$ cat config.mk
export PLATFORM = sky130hd
export DESIGN_NAME = rsa_modexp_ctrl
export DESIGN_NICKNAME = d
export VERILOG_FILES = /design/src/rtl/rsa_modexp_ctrl.sv
export SDC_FILE = /design/constraint.sdc
export NUM_CORES = 1
export LEC_CHECK = 0
export ABC_AREA = 1
export CORE_MARGIN = 1
export CORE_UTILIZATION = 52
export CTS_CLUSTER_DIAMETER = 120
export DETAILED_ROUTE_END_ITERATION = 8
export PLACE_DENSITY = 0.91
export SLEW_MARGIN = 10
export SYNTH_ARGS = -nofsm -noshare
export SYNTH_HDL_FRONTEND = slang
export SYNTH_SLANG_ARGS = --single-unit
$ cat constraint.sdc
create_clock -name clk -period 1.89 [get_ports clk]
set_input_delay 0.378 -clock clk [delete_from_list [all_inputs] [get_ports clk]]
set_output_delay 0.378 -clock clk [all_outputs]
set_load 0.05 [all_outputs]
$ cat src/rtl/rsa_modexp_ctrl.sv
// Control sequencer for RSA modular exponentiation: walks the exponent MSB-first
// and drives the shared modular multiplier with square / multiply operations.
module rsa_modexp_ctrl #(
    parameter int EXP_W = 16,
    parameter int CNT_W = 8
) (
    input  logic             clk,
    input  logic             rst,
    input  logic             cmd_valid_i,
    output logic             cmd_ready_o,
    input  logic [EXP_W-1:0] exp_i,
    output logic             init_o,
    output logic             mul_start_o,
    output logic             mul_sel_o,
    input  logic             mul_done_i,
    output logic             res_valid_o,
    input  logic             res_ready_i,
    output logic             busy_o,
    output logic [CNT_W-1:0] op_count_o
);

    localparam int IDX_W = $clog2(EXP_W);

    typedef enum logic [2:0] {
        IDLE,
        INIT,
        SCAN,
        ISSUE,
        WAIT,
        DONE
    } state_t;

    state_t           state;
    logic [EXP_W-1:0] exp_r;
    logic [IDX_W-1:0] idx;

    always_ff @(posedge clk) begin
        if (rst) begin
            state       <= IDLE;
            exp_r       <= '0;
            idx         <= '0;
            cmd_ready_o <= 1'b1;
            init_o      <= 1'b0;
            mul_start_o <= 1'b0;
            mul_sel_o   <= 1'b0;
            res_valid_o <= 1'b0;
            busy_o      <= 1'b0;
            op_count_o  <= '0;
        end else begin
            // NOTE: pulse outputs default low here so every state only has to raise them.
            init_o      <= 1'b0;
            mul_start_o <= 1'b0;

            case (state)
                IDLE: begin
                    if (cmd_valid_i) begin
                        exp_r       <= exp_i;
                        idx         <= IDX_W'(EXP_W - 1);
                        op_count_o  <= '0;
                        init_o      <= 1'b1;
                        cmd_ready_o <= 1'b0;
                        busy_o      <= 1'b1;
                        state       <= INIT;
                    end
                end

                INIT: state <= SCAN;

                // Leading zeros are skipped one bit per cycle; the first set bit starts with a square.
                SCAN: begin
                    if (exp_r[idx]) begin
                        mul_start_o <= 1'b1;
                        mul_sel_o   <= 1'b0;
                        op_count_o  <= op_count_o + 1'b1;
                        state       <= ISSUE;
                    end else if (idx == '0) begin
                        res_valid_o <= 1'b1;
                        state       <= DONE;
                    end else begin
                        idx <= idx - 1'b1;
                    end
                end

                ISSUE: state <= WAIT;

                // mul_sel_o still names the op in flight, so it tells us whether this bit's
                // multiply is still owed.
                WAIT: begin
                    if (mul_done_i) begin
                        if (!mul_sel_o && exp_r[idx]) begin
                            mul_start_o <= 1'b1;
                            mul_sel_o   <= 1'b1;
                            op_count_o  <= op_count_o + 1'b1;
                            state       <= ISSUE;
                        end else if (idx == '0) begin
                            res_valid_o <= 1'b1;
                            state       <= DONE;
                        end else begin
                            idx         <= idx - 1'b1;
                            mul_start_o <= 1'b1;
                            mul_sel_o   <= 1'b0;
                            op_count_o  <= op_count_o + 1'b1;
                            state       <= ISSUE;
                        end
                    end
                end

                DONE: begin
                    if (res_ready_i) begin
                        res_valid_o <= 1'b0;
                        cmd_ready_o <= 1'b1;
                        busy_o      <= 1'b0;
                        state       <= IDLE;
                    end
                end

                default: begin
                    cmd_ready_o <= 1'b1;
                    res_valid_o <= 1'b0;
                    busy_o      <= 1'b0;
                    state       <= IDLE;
                end
            endcase
        end
    end

endmodule

==> implementation parameters, run 1 <==
Parameter                              Value

CTS
  Total CTS buffers    5
  Worst-Skew Late Latency    0.34 ns
  Clock buffer depth    2
  H-Tree Depth    2
  Buffer type at the clock tree root    clkbuf_4
  TritonCTS clock tree    yes
  Total number of clock tree sinks    37
  Clock edge transition at the registers on the reported setup and hold paths    about 0.09 ns

Layout
  Area used by multi-input combinational logic    947 µm²
  Footprint of the flip-flops and latches    741 µm²
  Layout Cell Area excl Fill    between 0.002 and 0.0025 mm²
  Growth of design area from synthesis to finish    24.7%
  Number of fill cells in the layout    305
  Total inserted antenna cells    0
  Share of cells above drive strength 1    11.3%
  # nets final    349

STA
  Timing-limited maximum frequency    550 MHz
  Worst slew pin tran    0.516 ns
  Post-layout min period    1.82 ns
  Post-Route Skew    approximately 0.013 ns
  Sum Neg Setup Slack    0 ns
  Hold violation total from the final report    0
  RSZ-0062 raised after global routing    no
  Portion of the clock cycle consumed by the worst path in the final layout    a little over nine tenths
  Final critical-path setup slack    between 0.07 and 0.08 ns
  Final Max Tran Viols    0
  Worst-case hold slack    approximately 0.45 ns
  Final setup violating endpoints    0
  Worst slew margin relative to its limit    65.6%

Critical path
  Longest individual stage delay on the worst path    approximately 0.79 ns
  Slowest library cell on the worst path    clkdlybuf4s50_1
  Critical path, cell by cell    clkdlybuf4s50_1
  Worst setup path category    reg2out
  Data arrival time of the critical path    1.44 ns
  Crit path required time    around 1.5 ns
  Critical path launch point type    flip-flop
  Critical path peak fanout    1
  Kind of end point of the critical path    output pin
  Gate family responsible for the most delay along the worst path    buffers and inverters
  Worst path buffer plus inverter count    1

Synth
  Nets in the synthesized netlist    310
  Leading cell types by count after synthesis    nand2_1, inv_1, dfxtp_1, nor2_1, a21oi_1
  Number of flops mapped to enable cells by yosys    0
  Total of warnings raised by yosys    0
  FFs w/ async S/R, synth    0%
  Post-synthesis average cell area    between 6 and 7 µm²
  Post-synth top flop    dfxtp_1
  Ranking of synthesized cells by area    dfxtp_1, nand2_1, inv_1, a21oi_1, nor2_1
  Share of the synthesized area in the top cell type    38.9%
  FF+latch count, synth    37
  Sequential cell area fraction in the yosys report    roughly two fifths
  Post-synthesis cell count    around 290
  Post-synthesis instance area    0.00190 mm²
  Largest area contributor in the netlist    dfxtp_1
  Library cell with the highest instance count after synthesis    nand2_1
  Netlist cell types    28

Global routing
  Vias in the first global route    1819
  Global-route wire length before repair    between 7 and 8 mm
  Overall Global Routing Usage    around a quarter
  Pin count of the biggest net entering global routing    35
  Number of antenna violations at the first check in global routing    0
  Remaining global-route overflow    0

Pwr
  Power Dens Cells    1590 mW/mm²
  Worst voltage drop across the vdd grid    0.858 mV
  Static leakage power    0.00110 µW
  Total Power Consumption    3770 µW

Outcome
  Result of the run    finished clean

Route
  DRT Pass-1 Iters    4
  Wire per inst    approximately 11 µm
  Final WL    roughly 4.0 mm
  Vias per cell    roughly 5.1
  Via count of the routed design    1890
  Routed Antenna Nets    0
  DRC marker count from the first detailed-route iteration    99
  DR DRC count    0

Min path
  Hold WC Path Type    reg2reg

Placement
  Total half-perimeter wirelength after legalization and detailed placement    3.01 mm
  Total of buffers placed on input and output ports    34
  DP Area    0.00231 mm²
  Worst setup slack after placement    0.0875 ns
  Final GP Congestion    0.942

Die
  Die area    0.00390 mm²
  Boundary Pins    35
  Number of cell rows    21
  Die height    62.5 µm
  Core region area    0.00342 mm²
  Die X    62.5 µm
  Initial cell density of the core    between 50% and 60%

Run
  Number of max-capacitance violations reported    0
through the flow:
step / std cells / util [%]
2_1_floorplan: 287 / -
3_3_place_gp: 365 / 67.6
3_5_place_dp: 365 / 67.6
4_1_cts: 372 / 69.2
5_1_grt: 372 / 69.4
6_report: 372 / 69.4
cells by family after synthesis:
family / Yosys count / share of synthesized area, %
AO/OA/AOI/OAI: 55 / 14.6
XOR/XNOR: 1 / 0.461
adder cells (fa/ha/maj): 2 / 1.32
buffers and inverters: 53 / 11.2
flip-flops: 37 / 38.9
AND/OR/NAND/NOR: 139 / 33.4
layer usage:
layer	track usage (%)	part of all wire, %
met1	26.9	43
met2	39.1	48
met3	7.66	6.9
met4	10.5	2.0
met5	0	0
placed cells by master, fill, tap and decap left out, drive strengths merged:
master / count
nand2: 61
inv: 44
nor2: 38
dfxtp: 37
nand3: 30
a21oi: 28
o21ai: 26
clkdlybuf4s50: 22
buf: 16
clkbuf: 7
nor3: 4
dlymetal6s2s: 3
nand4: 3
or2: 2
ha: 2
nor4: 1
xnor2: 1
o31ai: 1
power by group:
part           internal (µW)  leakage, µW  switching [µW]
Clock                    176    0.0000314             238
Sequential              1030     0.000306             164
Combinational            753     0.000761            1410
Total                   1960      0.00110            1820
state kept, by name (all words and copies together), names as in the netlist:
register	count
exp_r	16
op_count_o	8
idx	4
state	3
busy_o	1
cmd_ready_o	1
init_o	1
mul_sel_o	1
mul_start_o	1
res_valid_o	1
layout make-up:
type	count	area share, %
Clock buffer	7	2.32
Inverter	44	7.07
Multi-Input combinational cell	197	39.9
Sequential cell	37	31.2
Tap cell	46	2.43
Timing Repair Buffer	41	17.0
repair_timing:
action / in CTS / in global routing
resized for setup: 0 / 3
buffers inserted: 0 / 0
endpoints found under the setup margin: 0 / 3
hold buffers: 0 / 0
final timing paths:
kind / startpoint / to / slack [ns] / cells after the start
max: init_o / init_o / 0.07 / 1
min: exp_r[5] / exp_r[5] / 0.45 / 2
max reg2reg: idx[1] / idx[1] / 0.19 / 9
min reg2reg: exp_r[5] / exp_r[5] / 0.45 / 2
No activity file was read; power rests on OpenSTA's default activity.
==> run 2, diff against run 1 <==
Settings changed: CORE_MARGIN 1 to 2.
==> run 2 against run 1 <==
Net effect:
- non-clock buffer count grew 1
- critical path depth is the same
- sequential power is essentially flat
- global-route usage shrank 2.2 points
- wire length grew 4.1%
- clock skew shrank 0.0015 ns
- sequential share of layout area is essentially flat
- largest power group unchanged
- highest routed layer unchanged
==> implementation parameters, run 2 (same netlist as run 1, synthesis figures left out) <==
Parameter                              Value

Global routing
  Pin count of the biggest net entering global routing    35 (unchanged)
  Global-route wire length before repair    7.10 mm (-3.3%)
  Vias in the first global route    1780 (-2.1%)
  Number of antenna violations at the first check in global routing    0 (unchanged)
  Remaining global-route overflow    0 (unchanged)
  Overall Global Routing Usage    21.2% (-2.2 points)

STA
  RSZ-0062 raised after global routing    no
  Hold violation total from the final report    0 (unchanged)
  Worst slew pin tran    0.507 ns (-0.00869 ns)
  Worst slew margin relative to its limit    66.1% (+0.58 points)
  Worst-case hold slack    0.457 ns (+0.00312 ns)
  Post-layout min period    1.86 ns (+0.0388 ns)
  Post-Route Skew    0.0110 ns (-0.00155 ns)
  Portion of the clock cycle consumed by the worst path in the final layout    98.2% (+2.1 points)
  Sum Neg Setup Slack    0 ns (unchanged)
  Final Max Tran Viols    0 (unchanged)
  Final setup violating endpoints    0 (unchanged)
  Timing-limited maximum frequency    539 MHz (-2.1%)

Die
  Number of cell rows    21 (unchanged)
  Die height    64.5 µm (+3.2%)
  Core region area    0.00342 mm² (unchanged)
  Initial cell density of the core    55.7% (unchanged)
  Die area    0.00416 mm² (+6.5%)
  Boundary Pins    35 (unchanged)
  Die X    64.5 µm (+3.2%)

Critical path
  Critical path peak fanout    1 (unchanged)
  Worst path buffer plus inverter count    1 (unchanged)
  Longest individual stage delay on the worst path    0.79 ns (about the same)
  Worst R2R End    idx[2]
  Crit path required time    1.51 ns (about the same)
  Slowest library cell on the worst path    clkdlybuf4s50_1
  Cell count of the worst reg-to-reg path    10 (+1)
  Worst setup path category    reg2out
  Kind of end point of the critical path    output pin
  Reg2Reg Setup Slack    0.17 ns (-0.02 ns)
  Startpoint of the worst-slack reg-to-reg timing path    idx[1]
  Critical path launch point type    flip-flop
  Gate family responsible for the most delay along the worst path    buffers and inverters
  Critical path, cell by cell    clkdlybuf4s50_1
  Data arrival time of the critical path    1.48 ns (+0.04 ns)

Layout
  Number of fill cells in the layout    286 (-6.2%)
  Share of cells above drive strength 1    12.2% (+0.85 points)
  Leading cell types in the layout, fill and taps excluded    nand2_1, inv_1, nor2_1, dfxtp_1, a21oi_1
  Layout Cell Area excl Fill    0.00237 mm² (about the same)
  Most frequent standard cell in the layout excluding fill and tap cells    nand2_1
  Total inserted antenna cells    0 (unchanged)
  Largest register by flop count    exp_r
  Registers with the most flip-flops    exp_r: 16 flops, op_count_o: 8 flops, idx: 4 flops
  Flip-flop count of the largest register, all copies and words added    16 (unchanged)
  Growth of design area from synthesis to finish    24.7% (about the same)
  # nets final    350 (+0.29%)

Route
  DRC marker count from the first detailed-route iteration    161 (+63%)
  DR DRC count    0 (unchanged)
  Via count of the routed design    1926 (+1.9%)
  DRT Pass-1 Iters    4 (unchanged)
  Routed Antenna Nets    0 (unchanged)
  Wire per inst    11.2 µm (+3.6%)
  Vias per cell    5.15 (+1.4%)
  Final WL    4.20 mm (+4.1%)

Placement
  DP Area    0.00229 mm² (-0.76%)
  Total of buffers placed on input and output ports    34 (unchanged)
  Total half-perimeter wirelength after legalization and detailed placement    3.05 mm (+1.1%)
  Final GP Congestion    0.911 (-3.3%)

Outcome
  Result of the run    finished clean

Min path
  Hold WC Path Type    reg2reg
  WHS Path Cells    2 (unchanged)
  Hold path startpoint    res_valid_o
  Endpoint of the worst hold-timing path    res_valid_o

CTS
  Buffer type at the clock tree root    clkbuf_4
  Clock buffer depth    2 (unchanged)
  Quantity of hold-fixing buffers added after cts    0 (unchanged)
  Total number of clock tree sinks    37 (unchanged)
  # resized after CTS    0 (unchanged)
  H-Tree Depth    2 (unchanged)
  Post-CTS Repair Setup Buffers    0 (unchanged)
  Worst-Skew Late Latency    0.35 ns (about the same)
  Total CTS buffers    5 (unchanged)
  TritonCTS clock tree    yes
  Clock edge transition at the registers on the reported setup and hold paths    0.11 ns (+0.02 ns)

Pwr
  Worst voltage drop across the vdd grid    0.921 mV (+7.3%)
  Static leakage power    0.00110 µW (+0.51%)
  Power Dens Cells    1620 mW/mm² (+1.8%)

Run
  Number of max-capacitance violations reported    0 (unchanged)
## run 2: cell types whose count changed in the layout (fill, tap and decap cells not counted), sizes merged
cell,change
buf,+1
inv,+1
## run 2: metal layers
layer  routed length, µm  track usage (%)
met1                1890             24.7
met2                1960             37.4
met3                 271             4.34
met4                  75             9.57
met5                   0                0
## run 2: stage by stage
step / setup slack [ns] / power (µW) / util [%] / std cells
final: 0.0336 / 3840 / 69.5 / 374
after global routing: 0.0115 / 4180 / 69.5 / 374
after CTS: 0.0121 / 3840 / 69.2 / 374
after detailed placement: 0.0968 / 3340 / 67.1 / 366
after global placement: 0.155 / 3270 / 67.1 / 366
after floorplan: 0.110 / 2820 / - / 287
## run 2: area by class of cell
type / instances / area (µm²) / area share, %
inverters: 44 / 168 / 7.07
clock inverters: 1 / 8.76 / 0.369
repair buffers: 42 / 385 / 16.2
clock buffers: 7 / 65.1 / 2.74
well taps: 46 / 57.6 / 2.43
multi-input cells: 197 / 947 / 39.9
flip-flops and latches: 37 / 741 / 31.2
## run 2: how the worst max path moves through the flow
stage / slack [ns] / start / end / depth (start not counted)
2_1_floorplan: 0.11 / op_count_o[0] / op_count_o[6] / 11
3_3_place_gp: 0.16 / cmd_valid_i / op_count_o[2] / 8
3_5_place_dp: 0.1 / cmd_valid_i / op_count_o[7] / 8
4_1_cts: 0.01 / res_valid_o / res_valid_o / 1
5_1_grt: 0.01 / init_o / init_o / 1
6_report: 0.03 / init_o / init_o / 1
## run 2: where the power goes
part | switching, µW | internal (µW) | total (µW)
Clock | 271 | 222 | 494
Sequential | 165 | 1030 | 1190
Combinational | 1420 | 729 | 2150
